File: config.mk
export PLATFORM = sky130hd
export DESIGN_NAME = fetch_queue
export DESIGN_NICKNAME = d
export VERILOG_FILES = /design/src/rtl/fetch_queue.sv
export SDC_FILE = /design/constraint.sdc
export NUM_CORES = 1
export LEC_CHECK = 0
export BUFFER_PORTS_ARGS = -buffer_cell sky130_fd_sc_hd__buf_2
export CORE_MARGIN = 4
export CORE_UTILIZATION = 39
export DETAILED_ROUTE_END_ITERATION = 10
export SYNTH_ARGS = -nofsm -noshare
export SYNTH_HDL_FRONTEND = slang
export SYNTH_SLANG_ARGS = --single-unit
File: constraint.sdc
create_clock -name clk -period 9.65 [get_ports clk]
set_input_delay 0.965 -clock clk [delete_from_list [all_inputs] [get_ports clk]]
set_output_delay 0.965 -clock clk [all_outputs]
set_load 0.01 [all_outputs]
File: src/rtl/fetch_queue.sv
// Instruction-fetch front end: PC generator feeding a DEPTH-entry FWFT queue toward decode.
// Fetch-to-decode latency 1 cycle; fetch stalls when the queue is full and not being popped.
module fetch_queue #(
    parameter int                    ADDR_WIDTH = 32,
    parameter int                    DATA_WIDTH = 32,
    parameter int                    DEPTH      = 4,
    parameter logic [ADDR_WIDTH-1:0] RESET_PC   = '0,
    parameter logic [ADDR_WIDTH-1:0] PC_STEP    = ADDR_WIDTH'(4)
) (
    input  logic                  clk,
    input  logic                  rst,
    output logic [ADDR_WIDTH-1:0] imem_addr,
    output logic                  imem_req,
    input  logic                  imem_ready,
    input  logic [DATA_WIDTH-1:0] imem_data,
    input  logic                  redirect_en,
    input  logic [ADDR_WIDTH-1:0] redirect_addr,
    output logic                  out_valid,
    input  logic                  out_ready,
    output logic [DATA_WIDTH-1:0] out_instr,
    output logic [ADDR_WIDTH-1:0] out_pc,
    output logic [ADDR_WIDTH-1:0] out_pc_next
);

    localparam int PTR_W = $clog2(DEPTH);
    localparam int CNT_W = $clog2(DEPTH + 1);

    typedef struct packed {
        logic [DATA_WIDTH-1:0] instr;
        logic [ADDR_WIDTH-1:0] pc;
    } entry_t;

    logic [ADDR_WIDTH-1:0] fetch_pc;
    entry_t                storage [DEPTH];
    logic [PTR_W-1:0]      rd_ptr;
    logic [PTR_W-1:0]      wr_ptr;
    logic [CNT_W-1:0]      count;
    logic                  pop;
    logic                  push;
    entry_t                head;

    assign out_valid = !rst && (count != '0);
    assign pop       = out_valid && out_ready;
    // A full queue that is draining this cycle frees a slot in time for the new word.
    assign imem_req  = !rst && !redirect_en && ((count < CNT_W'(DEPTH)) || pop);
    assign push      = imem_req && imem_ready;
    assign imem_addr = fetch_pc;

    assign head        = storage[rd_ptr];
    assign out_instr   = head.instr;
    assign out_pc      = head.pc;
    assign out_pc_next = head.pc + PC_STEP;

    always_ff @(posedge clk) begin
        if (rst) begin
            fetch_pc <= RESET_PC;
            rd_ptr   <= '0;
            wr_ptr   <= '0;
            count    <= '0;
        end else if (redirect_en) begin
            // Flush by catching the read pointer up to the write pointer.
            fetch_pc <= redirect_addr;
            rd_ptr   <= wr_ptr;
            count    <= '0;
        end else begin
            if (push) begin
                wr_ptr   <= wr_ptr + PTR_W'(1);
                fetch_pc <= fetch_pc + PC_STEP;
            end
            if (pop) begin
                rd_ptr <= rd_ptr + PTR_W'(1);
            end
            case ({push, pop})
                2'b10:   count <= count + CNT_W'(1);
                2'b01:   count <= count - CNT_W'(1);
                default: count <= count;
            endcase
        end
    end

    always_ff @(posedge clk) begin
        if (push) begin
            storage[wr_ptr] <= '{instr: imem_data, pc: fetch_pc};
        end
    end

endmodule

==> impl_metrics.yaml <==
logic_synthesis:
  muxShareOfSynthArea_pct: 12.6
  synthXorXnorAreaFrac_pct: 2.59
  synth_warnings: 0
  postSynthCellCount: 726
  synth_compound_area_share_pct: 3.97
  synth_top_area_share_pct: 63.2
  synth_area_mm2: 0.0122
  syn_nets: 803
  synth-seq-area-share_pct: 69.9
  ys_ff_latch: 297
  synth.distinct_cells: 52
  synthAdderAreaFrac_pct: 0.884
  synth-simple-area-share_pct: 8.20
  async_flop_share_pct: 0
  synth_top_family_by_area: "multiplexers"
  yosys-top-cells-area: "edfxtp_1 (63%), mux4_2 (9.6%), dfxtp_1 (6.7%)"
  synth_edf_count: 256
  yosysTopAreaCell: "edfxtp_1"
  ys.flop_type: "edfxtp_1"
  synth.avg_cell_area_um2: 16.8
floorplanning:
  pin_count: 199
  core_mm2: 0.0307
  die_h_um: 185
  dieWidth_um: 185
  num_rows: 64
  floorplan.die_area_mm2: 0.0341
  initial_core_util_pct: 39.7
global_routing:
  grt_pass1_wl_um: 43000
  antenna_found_initial: 1
  grtUsageMet2_pct: 26.7
  grt_max_degree: 65
  grt_pass1_vias: 7081
  track_usage_pct: 16.5
  grt_overflow: 0
  busiest_layer: "met2"
  use_met3_pct: 3.34
  grtUsageMet1_pct: 23.3
detailed_routing:
  wire_per_inst_um: 21.3
  vias: 7110
  drt_iter0_drc: 559
  via_per_inst: 5.27
  ant_nets: 0
  drtPass1Iterations: 5
  drc_errors: 0
  drt_wl_total_um: 28700
setup_path:
  rr_endpoint: "imem_addr[20]"
  r2r_slack_ns: 7.14
  r2r_cells: 7
  worstSetupPathType: "register to output pin"
  worst_ep_required_time_ns: 8.69
  start_kind: "register"
  crit_slowest_cell: "buf_4"
  crit_fanout: 47
  reg2reg_from: "imem_addr[2]"
  path_cells: "buf_4 -> mux4_1 -> and4_4 -> nand4_4 -> nor2_1 -> nand2_1 -> xnor2_1 -> buf_2"
  worst_setup_path_end_kind: "output pin"
  cp.arrival_ns: 3.97
  slowest_delay_ns: 0.80
  crit_end: "out_pc_next[20]"
power:
  worst_ir_drop_vdd_v: 0.000105
  p_leak_uw: 0.00503
  powerDensity_mw_per_mm2: 198
min_path:
  hold_class: "register to register"
timing:
  worstMarginPinSlew_ns: 1.07
  fin_worst_skew_ns: 0.0163
  setup-tns-final_ns: 0
  fmax_mhz: 203
  fin_ws_ns: 4.72
  relSlewSlack_pct: 28.9
  fin_crit_sh_pct: 51.1
  hold_violations: 0
  finalSetupViolCount: 0
  slew_viol_final: 0
  rsz0062_at_grt: "false"
  period_minus_slack_ns: 4.93
layout:
  synthToLayoutAreaGrowth_pct: 20.1
  fill_cells: 2673
  final_common_cell: "edfxtp_1"
  final_cell_mix: "edfxtp_1 (256), buf_2 (198), mux4_2 (52)"
  finish.net_count: 1006
  diodes: 0
  layout-drive-gt1-share_pct: 33.9
clocking:
  cts-root-buf: "clkbuf_16"
  htreeDepth: 2
  cts_setup_buffers: 0
  max-clock-path-buffers: 3
  worstSkewPairLatency_ns: 0.50
  clock_sinks: 297
  post_cts_resize_count: 0
  cts_tree: "built"
  clkTransAtPathRegs_ns: 0.06
  numCtsBuffers: 34
  hold_buffers: 0
placed_design:
  place.gp.congestion: 0.751
  dp_slack_ns: 5.17
  hpwl_um: 18100
  io_buffers: 198
run_status:
  status: "finished, final reports clean"
run:
  max_cap_viol_count: 0
## cells by family after synthesis
logic type	after synthesis
muxes	68
AOI/OAI and AO/OA	82
DFF	297
buffers and inverters	48
xor gates and xnor gates	36
adders and majority gates	8
and+or+nand+nor	187
## metrics by stage
| stage | std cells | instance area (um^2) | total power [uW] | util (%) | hold WS [ns] |
|---|---|---|---|---|---|
| 2_1_floorplan | 726 | 12200 | 1590 | - | 0.469 |
| 3_3_place_gp | 1289 | 13500 | 1680 | 44.1 | 0.486 |
| 3_5_place_dp | 1289 | 13500 | 1680 | 44.1 | 0.496 |
| 4_1_cts | 1350 | 14600 | 2940 | 47.7 | 0.504 |
| 5_1_grt | 1350 | 14600 | 3020 | 47.7 | 0.540 |
| 6_report | 1350 | 14600 | 2900 | 47.7 | 0.502 |
## registers in the layout, indices dropped and copies added (netlist names), named ones only
signal and flops:
storage 256, imem_addr 32, count 3, rd_ptr 2, wr_ptr 2
## critical path: cells and delay by family, from the launching register on
kind / cells / cell delay [ns]
muxes: 1 / 0.54
and+or+nand+nor: 4 / 1.12
xor gates and xnor gates: 1 / 0.21
buffers and inverters: 2 / 0.97
DFF: 1 / 0.58
## how the worst min path moves through the flow
| stage | endpoint | cells after the start | startpoint |
|---|---|---|---|
| final | wr_ptr[1] | 2 | wr_ptr[1] |
| after floorplan | wr_ptr[1] | 2 | wr_ptr[1] |
| after detailed placement | wr_ptr[1] | 2 | wr_ptr[1] |
| after global placement | wr_ptr[1] | 2 | wr_ptr[1] |
| after CTS | wr_ptr[1] | 2 | wr_ptr[1] |
| after global routing | wr_ptr[1] | 2 | wr_ptr[1] |
## cell usage after synthesis, drive strengths merged (6+ instances only)
library cell,instances
a21oi,33
a31oi,6
and2,10
and3,11
buf,16
clkbuf,18
dfxtp,41
edfxtp,256
ha,7
inv,14
mux4,64
nand2,43
nand3,28
nand4,10
nor2,39
nor3,17
o21ai,22
or3,6
xnor2,24
xor2,12
## per-layer routing
layer,up-vias,part of all wire (%)
li1,3283,-
met1,3567,44
met2,222,48
met3,36,6.1
met4,2,1.4
met5,-,0.045
## power breakdown
part,internal (uW),total [uW],switching [uW]
sequential,1420,1450,34.2
combinational,89.1,202,113
clock,752,1250,495
total,2260,2900,642
## layout make-up
cell class | instances | area (um^2) | share of cell area, %
clock inverters | 17 | 189 | 1.29
repair buffers | 201 | 1010 | 6.93
flip-flops and latches | 297 | 8520 | 58.3
inverters | 14 | 52.6 | 0.360
well taps | 396 | 495 | 3.39
clock buffers | 44 | 908 | 6.21
multi-input cells | 381 | 3440 | 23.5
Power figures use the tool's default switching activity.
